[src/rtl/fft8_seq.sv]
// fft8_seq: frame sequencer for the 8-point FFT core.
// Loads 8 input samples into the core input RAM, starts the core under a
// down-counting watchdog, then drains the 8 results in natural order onto
// a backpressured output stream through a 2-entry FIFO.
// Build option: define FFT8_SEQ_BITREV_EN to store input samples at
// bit-reversed addresses (decimation-in-time order); otherwise the input
// RAM is written in natural order and the core reorders internally.
//
// state    | meaning
// ---------+-----------------------------------------------------------
// ST_LOAD  | accept input samples, write them to the input RAM
// ST_KICK  | one-cycle core_start pulse, arm the watchdog
// ST_RUN   | wait for core_done; abort the frame when the watchdog expires
// ST_DRAIN | read result RAM 0..7 into the output FIFO until out_last leaves
module fft8_seq #(
    parameter int DATA_WIDTH     = 32,
    parameter int TIMEOUT_CYCLES = 64
) (
    input  logic                    clk,
    input  logic                    rst,
    input  logic                    in_valid,
    output logic                    in_ready,
    input  logic [2*DATA_WIDTH-1:0] in_data,
    output logic                    load_we,
    output logic [2:0]              load_addr,
    output logic [2*DATA_WIDTH-1:0] load_data,
    output logic                    core_start,
    input  logic                    core_done,
    input  logic                    core_mem_sel,
    output logic                    rd_en,
    output logic [2:0]              rd_addr,
    output logic                    rd_mem_sel,
    input  logic [2*DATA_WIDTH-1:0] rd_data,
    output logic                    out_valid,
    input  logic                    out_ready,
    output logic [2*DATA_WIDTH-1:0] out_data,
    output logic                    out_last,
    output logic                    busy,
    output logic                    err_timeout,
    output logic [15:0]             frame_cnt
);
    localparam int SW   = 2 * DATA_WIDTH;
    localparam int WD_W = $clog2(TIMEOUT_CYCLES);

    typedef enum logic [1:0] {ST_LOAD, ST_KICK, ST_RUN, ST_DRAIN} state_t;

    state_t          state, state_nxt;
    logic [2:0]      load_cnt;
    logic [WD_W-1:0] wd_cnt;
    logic [3:0]      rd_cnt;
    logic            inflight, inflight_last;
    logic [1:0]      occ;
    logic [SW-1:0]   slot0, slot1;
    logic            last0, last1;
    logic            accept, done_hs, fifo_pop, fifo_push;

    function automatic logic [2:0] addr_map(input logic [2:0] n);
`ifdef FFT8_SEQ_BITREV_EN
        return {n[0], n[1], n[2]};
`else
        return n;
`endif
    endfunction

    // Head of the FIFO, or the returning read data directly when the FIFO is
    // empty so a result reaches the output in the cycle it comes back.
    assign out_valid = (occ != 2'd0) || inflight;
    assign out_data  = (occ != 2'd0) ? slot0 : (inflight ? rd_data : '0);
    assign out_last  = (occ != 2'd0) ? last0 : (inflight && inflight_last);
    assign rd_addr   = rd_cnt[2:0];
    assign busy      = (state != ST_LOAD) || (load_cnt != 3'd0);
    assign accept    = in_valid && in_ready;
    assign done_hs   = out_valid && out_ready && out_last;

    // State register.
    always_ff @(posedge clk) begin
        if (rst) state <= ST_LOAD;
        else     state <= state_nxt;
    end

    // Next-state decode and per-state handshake/strobe outputs.
    always_comb begin
        state_nxt  = state;
        in_ready   = 1'b0;
        core_start = 1'b0;
        rd_en      = 1'b0;
        case (state)
            ST_LOAD: begin
                in_ready = !rst;
                if (in_valid && !rst && (load_cnt == 3'd7)) state_nxt = ST_KICK;
            end
            ST_KICK: begin
                core_start = 1'b1;
                state_nxt  = ST_RUN;
            end
            ST_RUN: begin
                // core_done takes priority over a watchdog expiry in the same cycle
                if (core_done)             state_nxt = ST_DRAIN;
                else if (wd_cnt == '0)     state_nxt = ST_LOAD;
            end
            ST_DRAIN: begin
                rd_en = (rd_cnt < 4'd8) && (({1'b0, occ} + {2'b00, inflight}) < 3'd2);
                if (done_hs) state_nxt = ST_LOAD;
            end
            default: state_nxt = ST_LOAD;
        endcase
    end

    // Load path, watchdog, read sequencing and frame bookkeeping.
    always_ff @(posedge clk) begin
        if (rst) begin
            load_cnt      <= 3'd0;
            load_we       <= 1'b0;
            load_addr     <= 3'd0;
            load_data     <= '0;
            wd_cnt        <= '0;
            rd_cnt        <= 4'd0;
            rd_mem_sel    <= 1'b0;
            inflight      <= 1'b0;
            inflight_last <= 1'b0;
            err_timeout   <= 1'b0;
            frame_cnt     <= 16'd0;
        end else begin
            load_we <= accept;
            if (accept) begin
                load_addr <= addr_map(load_cnt);
                load_data <= in_data;
                load_cnt  <= load_cnt + 3'd1;
            end
            if (state == ST_KICK) begin
                wd_cnt <= WD_W'(TIMEOUT_CYCLES - 1);
            end else if (state == ST_RUN) begin
                if (core_done) begin
                    rd_mem_sel <= core_mem_sel;
                    rd_cnt     <= 4'd0;
                end else if (wd_cnt == '0) begin
                    err_timeout <= 1'b1;
                end else begin
                    wd_cnt <= wd_cnt - WD_W'(1);
                end
            end
            inflight      <= rd_en;
            inflight_last <= rd_en && (rd_cnt == 4'd7);
            if (rd_en) rd_cnt <= rd_cnt + 4'd1;
            if (done_hs) frame_cnt <= frame_cnt + 16'd1;
        end
    end

    // FIFO control: a returning read bypasses the FIFO when it is empty and
    // the sink is ready; otherwise it is parked behind any held entry.
    always_comb begin
        fifo_pop  = (occ != 2'd0) && out_ready;
        fifo_push = inflight && !((occ == 2'd0) && out_ready);
    end

    // Two-entry output FIFO storage; slot0 is always the head.
    always_ff @(posedge clk) begin
        if (rst) begin
            occ   <= 2'd0;
            slot0 <= '0;
            slot1 <= '0;
            last0 <= 1'b0;
            last1 <= 1'b0;
        end else begin
            case ({fifo_pop, fifo_push})
                2'b10: begin
                    slot0 <= slot1;
                    last0 <= last1;
                    occ   <= occ - 2'd1;
                end
                2'b01: begin
                    if (occ == 2'd0) begin
                        slot0 <= rd_data;
                        last0 <= inflight_last;
                    end else begin
                        slot1 <= rd_data;
                        last1 <= inflight_last;
                    end
                    occ <= occ + 2'd1;
                end
                2'b11: begin
                    if (occ == 2'd1) begin
                        slot0 <= rd_data;
                        last0 <= inflight_last;
                    end else begin
                        slot0 <= slot1;
                        last0 <= last1;
                        slot1 <= rd_data;
                        last1 <= inflight_last;
                    end
                end
                default: ;
            endcase
        end
    end
endmodule

[config.mk]
export PLATFORM = sky130hd
export DESIGN_NAME = fft8_seq
export DESIGN_NICKNAME = d
export VERILOG_FILES = /design/src/rtl/fft8_seq.sv
export SDC_FILE = /design/constraint.sdc
export NUM_CORES = 1
export LEC_CHECK = 0
export ABC_AREA = 1
export CAP_MARGIN = 20
export CORE_AREA = 2 2 158 160
export CTS_CLUSTER_DIAMETER = 120
export DETAILED_ROUTE_END_ITERATION = 8
export DIE_AREA = 0 0 160 162
export PLACE_DENSITY = 0.75
export SYNTH_ARGS = -nofsm -noshare
export SYNTH_HDL_FRONTEND = slang
export SYNTH_SLANG_ARGS = --single-unit
[constraint.sdc]
create_clock -name clk -period 2.5 [get_ports clk]
set_input_delay 0.625 -clock clk [delete_from_list [all_inputs] [get_ports clk]]
set_output_delay 0.625 -clock clk [all_outputs]
set_load 0.02 [all_outputs]
Word-level counts from Yosys, hierarchy flattened
Index checks and enable logic that the tools add are counted.
{ "word_totals": {"wordCells": 112, "out_inout_bits": 159, "in_bits": 134, "register_bits": 235} }
{ "classes": {"bitwise_logic": 2, "n_reduce_logical": 34, "order_cmp": 2, "muxes": 32, "eq_ne": 18, "addsub": 7} }
{ "ops": {"columns": ["op", "n"], "rows": [
  ["two-way mux 64 bit", 6],
  ["case mux 64 bit (3 select lines)", 1],
  ["case mux 64 bit (2 select lines)", 1],
  ["two-way mux 6 bit", 4],
  ["adder 16 x 1 -> 16 bit (second input constant)", 1],
  ["two-way mux 4 bit", 4],
  ["AND reduction 3 bit", 5],
  ["nonzero test 2 bit", 7],
  ["inequality test 2 bit (second input constant)", 6],
  ["logical AND 1 bit", 11],
  ["equality test 2 bit (second input constant)", 4],
  ["two-way mux 1 bit", 8],
  ["two-way mux 2 bit", 4],
  ["case mux 2 bit (4 select lines)", 1],
  ["equality test 2 x 1 -> 1 bit (second input constant)", 3],
  ["zero test 6 bit", 1],
  ["nonzero test 3 bit", 2],
  ["subtractor 6 x 1 -> 6 bit (second input constant)", 1],
  ["adder 4 x 1 -> 4 bit (second input constant)", 1],
  ["equality test 4 x 3 -> 1 bit (second input constant)", 1],
  ["zero test 2 bit", 2],
  ["less-than comparator 4 bit (second input constant)", 1],
  ["inequality test 2 x 1 -> 1 bit (second input constant)", 2],
  ["case mux 2 bit (2 select lines)", 1],
  ["14 further kinds", 17]
]} }

Logic depth before layout (Yosys ltp)
Gate-level depths: netlist of run 1.
{ "depth": {"depth_word": 7, "ltp_mapped": 13, "mapped_depth_nobuf": 11} }

Least setup slack after synthesis of run 1
Ideal clock, no wire load.
{ "synth_path": {"kind": "flip-flop to flip-flop", "startpoint": "register occ[0]", "endpoint": "register slot0[0]", "stages_incl_launch_ff": 14, "t_required_ns": 2.443, "arrival_ns": 2.271, "path_buffers": 3, "path_slack_ns": 0.171, "setup_time_ns": 0.057, "synth_period_minus_slack_ns": 2.329, "cell_sequence": "dfxtp_1 -> inv_1 -> ha_1 -> a21oi_2 -> clkbuf_1 -> ha_1 -> nand2_1 -> nand2_1 -> buf_4 -> clkbuf_1 -> nand3_1 -> nand3_1 -> o211ai_1 -> inv_2"} }
{ "synth_between": {"elab_chain_len": 7, "elab_cells_between_ends": 15, "cone_classes": "5 x eq/ne; 2 x mux; 8 x reduce/logical"} }
{ "synth_rtl": {"columns": ["element", "line", "text"], "rows": [
  ["from (decl)", "52", "logic [1:0] occ;"],
  ["from (signal assigned)", "169", "occ <= occ - 2'd1;"],
  ["from (signal assigned)", "179", "occ <= occ + 2'd1;"],
  ["zero test 2 bit", "153, 172", null],
  ["logical AND 1 bit", "153", "fifo_push = inflight && !((occ == 2'd0) && out_ready);"],
  ["zero test 1 bit", "153", null],
  ["logical AND 1 bit", "153", null],
  ["equality test 2 x 1 -> 1 bit or equality test 2 bit (tied branches)", "165", "case ({fifo_pop, fifo_push})"],
  ["inequality test 2 bit (no line) or nonzero test 3 bit (tied branches)", null, null],
  ["AND reduction 2 bit (no line)", null, null],
  ["to (signal assigned)", "167", "slot0 <= slot1;"],
  ["to (signal assigned)", "173", "slot0 <= rd_data;"],
  ["to (signal assigned)", "183", "slot0 <= rd_data;"],
  ["to (decl)", "53", "logic [SW-1:0] slot0, slot1;"]
]} }
Parallel ways exist; a longest one is shown, timed or not.
A chain may end at the register's enable or synchronous reset.

Worst setup path in the final report of run 1
{ "layout_path": {"startpoint": "register occ[0]", "endpoint": "output out_data[15]"} }
{ "layout_between": {"elab_chain_len": 2} }
{ "layout_rtl": {"columns": ["element", "line", "text"], "rows": [
  ["nonzero test 2 bit", "68", "assign out_data = (occ != 2'd0) ? slot0 : (inflight ? rd_data : '0);"],
  ["two-way mux 64 bit", "68", null],
  ["to (decl)", "36", "output logic [2*DATA_WIDTH-1:0] out_data,"]
]} }
Every way passes these cells.

==> results.txt, run 1 <==
----------------------------------------------------
[Global route]
  Remaining global-route overflow ... 0
  Antenna violations before repair ... 0
  Vias in the first global route ... 10,700
  First-pass GRT wire length ... 51,300 um
  Total routing resource utilization after global routing ... 23.3%
  Pin count of the biggest net entering global routing ... 79

[Route]
  First-pass iteration count of the detailed router ... 5
  Drt wl/cell ... 14.3 um
  Violation count after the first detailed-routing iteration ... 668
  Total number of vias ... 10,900
  Residual DRC ... 0
  Remaining antenna violation count ... 0
  Sum of routed wire length over all layers ... 31,200 um
  Post-DR vias/cell ... 5.02

[Logic synthesis]
  Largest area contributor in the synthesized netlist ... dfxtp_1
  Gate count after technology mapping ... 1,518
  Average cell area after synthesis ... 6.96 sq um
  Share of the yosys chip area belonging to registers ... 44.5%
  Number of synthesized register bits ... 235
  Nets in the synthesized netlist ... 1,668
  Cell area after technology mapping ... 10,600 sq um
  Post-synth top area share ... 44.5%
  Yosys warning count ... 0
  Top cells by area in the synthesized netlist ... dfxtp_1 (45%), nand2_1 (16%), nand3_1 (10%)
  Netlist cell types ... 29

[Critical path]
  Number of cells on the worst reg-to-reg path ... 12
  Flop-to-flop setup slack ... 0.37 ns
  CP max FO ... 12
  Crit. Startpoint ... occ[0]$_SDFFE_PP0P_
  Capturing element type of the critical path ... primary output
  Kind of start point of the critical path ... flip-flop
  Critical R2R Launch ... occ[0]$_SDFFE_PP0P_
  Endpoint of the worst register-to-register path ... slot0[14]$_SDFFE_PP0P_
  Capturing element of the worst setup path ... out_data[15]
  Setup CP Type ... reg2out
  Critical path required time ... 1.88 ns
  Arr. time, crit path ... 1.82 ns

[Pwr]
  Reg power frac ... 44.1%
  Worst IR drop on VDD ... 0.450 mV
  Relative contribution of combinational cells to total power ... 16.7%
  Power density over the cells ... 608 nW/um^2
  Cell internal power dissipation ... 6.89 mW
  Switching portion of total power ... 25.7%
  Static leakage ... 6.73 nW
  Total power ... 9.27 mW
  Net load switching power ... 2.38 mW
  Clock Power Share ... 39.3%

[Cells and area]
  Antenna Diode Count ... 0
  Synth-to-layout area growth ... 44.1%
  Number of filler instances in the final layout ... 2,137
  Final instance area ... 15,200 sq um
  Nets ... 1,991
  Fraction of final layout cells with drive strength greater than 1 ... 12.9%

[Timing]
  Post-route fraction of the period consumed by the critical path ... 97.9%
  Maximum clock skew at final layout ... 0.0103 ns
  Min Clock Period, post-route ... 2.45 ns
  Total count of hold-check failures in the final report ... 0
  Post-route setup slack ... 0.0537 ns
  Timing-limited maximum frequency ... 409 MHz
  Final setup violating endpoints ... 0
  Max-slew headroom at the worst pin ... 59.0%
  Slew Limit Fails ... 0
  Worst Max-Slew Pin Slew ... 0.613 ns

[Clock tree]
  Clock tree from TritonCTS ... yes
  Clock latency at the later pin of the worst-skew pair ... 0.51 ns
  Buffers from clock root to sink, at most ... 3
  Clock buffer count from CTS ... 25
  H-tree depth ... 1
  CTS sink cnt ... 235
  Library cell used as clock root buffer ... clkbuf_16
  Clk slew on worst S/H paths ... 0.06 ns
  Hold_buf cts ... 0

[Job]
  # Max-Cap Violations ... 0

[Die]
  I/O pin total ... 293
  Core outline area ... 24,100 sq um
  Initial Util ... 43.8%
  Cell row count ... 57
  Die width ... 160 um
  Die H ... 162 um
  Die ar. ... 25,900 sq um

[Placed design]
  Worst slack after detailed placement ... -0.0511 ns
  Global placement routability congestion ... 0.787
  Count of input and output buffers ... 292
  HPWL after detailed placement ... 20,100 um
  Dpl cell area ... 14,400 sq um

[Outcome]
  Outcome ... finished clean

[Min path]
  Worst Hold Class ... reg2reg

----------------------------------------------------
## worst min-delay path by stage
stage / slack [ns] / start / endpoint / cells past startpoint
3_3_place_gp: 0.43 / slot1[49]$_SDFFE_PP0P_ / slot1[49]$_SDFFE_PP0P_ / 2
3_5_place_dp: 0.43 / slot1[23]$_SDFFE_PP0P_ / slot1[23]$_SDFFE_PP0P_ / 2
6_report: 0.44 / slot1[16]$_SDFFE_PP0P_ / slot1[16]$_SDFFE_PP0P_ / 2
4_1_cts: 0.44 / slot1[30]$_SDFFE_PP0P_ / slot1[30]$_SDFFE_PP0P_ / 2
5_1_grt: 0.46 / slot1[30]$_SDFFE_PP0P_ / slot1[30]$_SDFFE_PP0P_ / 2
2_1_floorplan: 0.42 / slot1[0]$_SDFFE_PP0P_ / slot1[0]$_SDFFE_PP0P_ / 2
## layout make-up
| cell class | count | area [sq um] | area share (%) |
|---|---|---|---|
| clock buffers | 37 | 751 | 4.93 |
| repair buffers | 402 | 3860 | 25.4 |
| inverters | 180 | 693 | 4.55 |
| well taps | 324 | 405 | 2.66 |
| multi-input cells | 997 | 4760 | 31.2 |
| clock inverters | 5 | 53.8 | 0.353 |
| flip-flops and latches | 235 | 4710 | 30.9 |
## critical path, cell delays in order (launching register included)
cell	delay (ns)
dfxtp_2	0.32
inv_2	0.07
ha_4	0.18
nand2_4	0.08
inv_8	0.11
buf_12	0.15
nand2_1	0.06
nand2_1	0.07
clkdlybuf4s15_2	0.28
## routing by layer
| metal | up-vias | share of wire, % | global-route usage [%] |
|---|---|---|---|
| met5 | - | 0 | 0 |
| met4 | 0 | 2.1 | 6.02 |
| met3 | 56 | 8.8 | 6.38 |
| met2 | 384 | 48 | 41.8 |
| met1 | 4975 | 41 | 27.7 |
| li1 | 5521 | - | - |
## layout by cell type, fill, tap and decap left out, types with 2 or more instances in the layout
master and instances:
buf_4 89, inv_6 3, clkdlybuf4s15_2 13, a21oi_1 86, o21ai_4 2, ha_1 15
a211oi_1 2, xnor2_1 2, dlygate4sd2_1 3, inv_1 167, inv_2 10, nand2_1 456
clkbuf_16 26, clkbuf_2 18, nand3_1 216, clkbuf_1 4, nor2_1 46, buf_16 4
clkbuf_8 8, clkdlybuf4s50_1 222, dfxtp_1 234, o211ai_1 65, buf_2 30, xor2_1 3
nand2_2 3, buf_12 20, nand4_1 7, o21ai_0 82, clkinv_2 3, nor3_1 3
## flip-flops by register name (all words and copies together), names as in the netlist, 2 cells and up
register and flops:
load_cnt 3, slot1 64, state 2, frame_cnt 16
occ 2, load_addr 3, load_data 64, slot0 64
rd_cnt 4, wd_cnt 6
## synth_stat cells
cell and count:
a211oi_1 2, buf_2 46, o21ai_0 82, buf_4 9, o21a_1 1, nand4_1 7, nand3_1 216, a21oi_2 1
ha_1 16, o21ai_1 1, o21ai_2 1, a21oi_1 86, xor2_1 3, nor3_1 3, o211ai_1 65, nor2_2 1
dfxtp_1 235, inv_2 9, xnor2_1 2, o21bai_1 1, nor2_1 46, a21boi_0 1, buf_1 5, or2_2 1
inv_1 171, clkbuf_1 46, nand2_2 1, nand2_1 459, nand3_2 1
## stage by stage
step           util [%]  instances  hold WS, ns  setup TNS, ns
2_1_floorplan         -       1518        0.424              0
3_3_place_gp       59.7       2127        0.430         -0.103
3_5_place_dp       59.7       2127        0.435        -0.0758
4_1_cts            63.1       2176        0.444              0
5_1_grt            63.2       2180        0.456       -0.00248
6_report           63.2       2180        0.443              0
## kinds of logic after synthesis
logic type	count (synthesis)	synth area share [%]
AOI/OAI and AO/OA	241	13.1
xor gates and xnor gates	5	0.415
adders and majority gates	16	1.89
buffers and inverters	286	11.0
DFF	235	44.5
and+or+nand+nor	735	29.0
## what timing repair did
item / 4_1_cts / 5_1_grt
endpoints found under the setup margin: 69 / 38
gates resized for setup: 235 / 28
pin swaps: 1 / 0
buffers inserted: 3 / 3
gates cloned: 4 / 1
## power by group through the flow
stage | combinational (mW) | sequential [mW] | clock (mW)
after CTS | 1.48 | 4.08 | 3.72
final | 1.54 | 4.08 | 3.64
after global routing | 1.68 | 4.10 | 3.87
after detailed placement | 1.44 | 4.16 | 0
after floorplan | 0.600 | 4.23 | 0
after global placement | 1.42 | 4.15 | 0
Note: power is estimated with default switching activity, not from simulation.
==> run 2: changes to the inputs <==
- CORE_AREA: 2 2 158 160 -> 2 2 152 154
- DIE_AREA: 0 0 160 162 -> 0 0 154 156
- PLACE_DENSITY: 0.75 -> 0.77
- clock period: 2.5 -> 2.75 ns (I/O delays scaled with it)
==> run 2 against run 1 <==
Clock-buffer cell count up 1. Critical path type unchanged. Largest power group unchanged. First-iteration DRC count up 1.8%. Utilization up 1.8 points.
==> results.txt, run 2 (same netlist as run 1, synthesis figures left out) <==
----------------------------------------------------
[Pwr]
  Total power ... 8.26 mW (-11%)
  Power density over the cells ... 568 nW/um^2 (-6.6%)
  Worst IR drop on VDD ... 0.515 mV (+14%)
  Static leakage ... 6.29 nW (-6.4%)

[Clock tree]
  CTS sink cnt ... 235 (unchanged)
  Buffers from clock root to sink, at most ... 3 (unchanged)
  Clk slew on worst S/H paths ... 0.06 ns (about the same)
  Clock tree from TritonCTS ... yes
  Library cell used as clock root buffer ... clkbuf_16
  H-tree depth ... 1 (unchanged)
  Clock latency at the later pin of the worst-skew pair ... 0.51 ns (about the same)
  Post-CTS Repair Setup Buffers ... 0 (-3)
  Clock buffer count from CTS ... 25 (unchanged)
  Hold_buf cts ... 0 (unchanged)

[Critical path]
  CP max FO ... 20 (+8)
  Arr. time, crit path ... 1.96 ns (+0.14 ns)
  Cell occurring most often along the worst timing path ... nand2_1
  Ordered list of cells on the worst path ... inv_1 > ha_4 > nand2_1 > clkinv_4 > buf_12 > nand2_1 > nand2_1 > clkdlybuf4s15_1
  Critical path buffer and inverter count ... 4 (unchanged)
  Category of cells accounting for the largest share of critical-path delay ... buffers and inverters
  Master of the slowest instance on the critical path ... dfxtp_2
  Setup CP Type ... reg2out
  Capturing element type of the critical path ... primary output
  Maximum single-stage delay on the critical path ... 0.36 ns (+0.04 ns)
  Kind of start point of the critical path ... flip-flop
  Flop-to-flop setup slack ... 0.41 ns (+0.04 ns)
  Critical path required time ... 2.06 ns (+0.18 ns)

[Global route]
  Vias in the first global route ... 10,100 (-5.7%)
  First-pass GRT wire length ... 49,300 um (-3.9%)
  Pin count of the biggest net entering global routing ... 105 (+33%)
  Remaining global-route overflow ... 0 (unchanged)
  Antenna violations before repair ... 1 (+1)
  Total routing resource utilization after global routing ... 24.4% (+1.0 points)

[Die]
  Cell row count ... 55 (-3.5%)
  Die ar. ... 24,000 sq um (-7.3%)
  Die width ... 154 um (-3.8%)
  I/O pin total ... 293 (unchanged)
  Core outline area ... 22,400 sq um (-7.2%)
  Die H ... 156 um (-3.7%)
  Initial Util ... 47.2% (+3.4 points)

[Job]
  # Max-Cap Violations ... 0 (unchanged)

[Cells and area]
  Area taken by flip-flops and latches ... 4710 sq um (unchanged)
  Antenna Diode Count ... 0 (unchanged)
  Most common cell after layout, fill and taps aside ... nand2_1
  Most frequent cells in the layout ... nand2_1 (457), dfxtp_1 (234), clkdlybuf4s50_1 (223)
  Fraction of final layout cells with drive strength greater than 1 ... 8.12% (-4.8 points)
  Number of filler instances in the final layout ... 1,958 (-8.4%)
  Nets ... 1,919 (-3.6%)
  Top flop regs ... load_data: 64 flops, slot0: 64 flops, slot1: 64 flops
  Area of combinational cells with multiple inputs ... 4750 sq um (-0.16%)
  Synth-to-layout area growth ... 37.6%

[Timing]
  Final setup violating endpoints ... 0 (unchanged)
  Post-route fraction of the period consumed by the critical path ... 96.5%
  Final total negative setup slack ... 0 ns (unchanged)
  Slew Limit Fails ... 0 (unchanged)
  Worst Max-Slew Pin Slew ... 0.742 ns (+0.129 ns)
  Min Clock Period, post-route ... 2.65 ns
  Final hold slack ... 0.441 ns (-0.00167 ns)
  Post-route setup slack ... 0.0976 ns (+0.0439 ns)
  Max-slew headroom at the worst pin ... 50.2% (-8.8 points)
  Timing-limited maximum frequency ... 377 MHz
  Total count of hold-check failures in the final report ... 0 (unchanged)
  Maximum clock skew at final layout ... 0.00554 ns (-0.00481 ns)

[Route]
  Violation count after the first detailed-routing iteration ... 680 (+1.8%)
  First-pass iteration count of the detailed router ... 5 (unchanged)
  Remaining antenna violation count ... 0 (unchanged)
  Residual DRC ... 0 (unchanged)
  Total number of vias ... 10,700 (-1.9%)
  Sum of routed wire length over all layers ... 30,300 um (-2.9%)
  Drt wl/cell ... 14.6 um (+2.2%)
  Post-DR vias/cell ... 5.18 (+3.3%)

[Placed design]
  Global placement routability congestion ... 0.841 (+6.8%)
  Worst slack after detailed placement ... -0.0217 ns (+0.0293 ns)
  Count of input and output buffers ... 292 (unchanged)
  HPWL after detailed placement ... 20,200 um (+0.47%)

[Min path]
  Worst Hold Class ... reg2reg

[Outcome]
  Outcome ... finished clean

----------------------------------------------------
-- run 2: path summary, 6_finish.rpt --
kind                                              from                     end  depth (start not counted)
worst max-delay path               occ[0]$_SDFFE_PP0P_            out_data[63]                          8
worst min-delay path            slot1[23]$_SDFFE_PP0P_  slot1[23]$_SDFFE_PP0P_                          2
worst max register to register     occ[0]$_SDFFE_PP0P_  slot1[36]$_SDFFE_PP0P_                         11
worst min register to register  slot1[23]$_SDFFE_PP0P_  slot1[23]$_SDFFE_PP0P_                          2
-- run 2: routing by layer --
metal	track usage, %	wire length [um]
met1	29.5	12300
met2	42.6	14500
met3	6.97	2770
met4	6.63	719
met5	0	13
-- run 2: stage by stage --
step           cell area [sq um]  cells  util [%]
3_3_place_gp               13900   2026      62.1
3_5_place_dp               13900   2026      62.1
6_report                   14500   2070      65.0
4_1_cts                    14700   2069      65.6
5_1_grt                    14500   2070      65.0
2_1_floorplan              10600   1518         -
-- run 2: area by class of cell --
cell class | instances | share of cell area (%)
multi-input cells | 997 | 32.7
flip-flops and latches | 235 | 32.4
repair buffers | 330 | 22.2
clock buffers | 38 | 5.19
inverters | 180 | 4.72
well taps | 285 | 2.45
clock inverters | 5 | 0.370
-- run 2: power breakdown --
part,internal [mW],switching [mW],leakage [nW],total [mW]
combinational,0.570,0.664,3.98,1.23
clock,1.97,1.34,0.401,3.31
sequential,3.60,0.109,1.91,3.71
total,6.14,2.11,6.29,8.26
-- run 2: worst reg2reg max path: cells and delay by family, from the launching register on --
family | cells | cell delay [ns]
buffers and inverters | 4 | 0.60
DFF | 1 | 0.36
adders and majority gates | 2 | 0.39
and+or+nand+nor | 2 | 0.36
AOI/OAI and AO/OA | 3 | 0.53
-- run 2: timing repair --
action | 4_1_cts | 5_1_grt
gates resized for setup | 122 | 69
cloned | 0 | 1
endpoints found under the setup margin | 68 | 66
hold endpoints to repair | 0 | 0
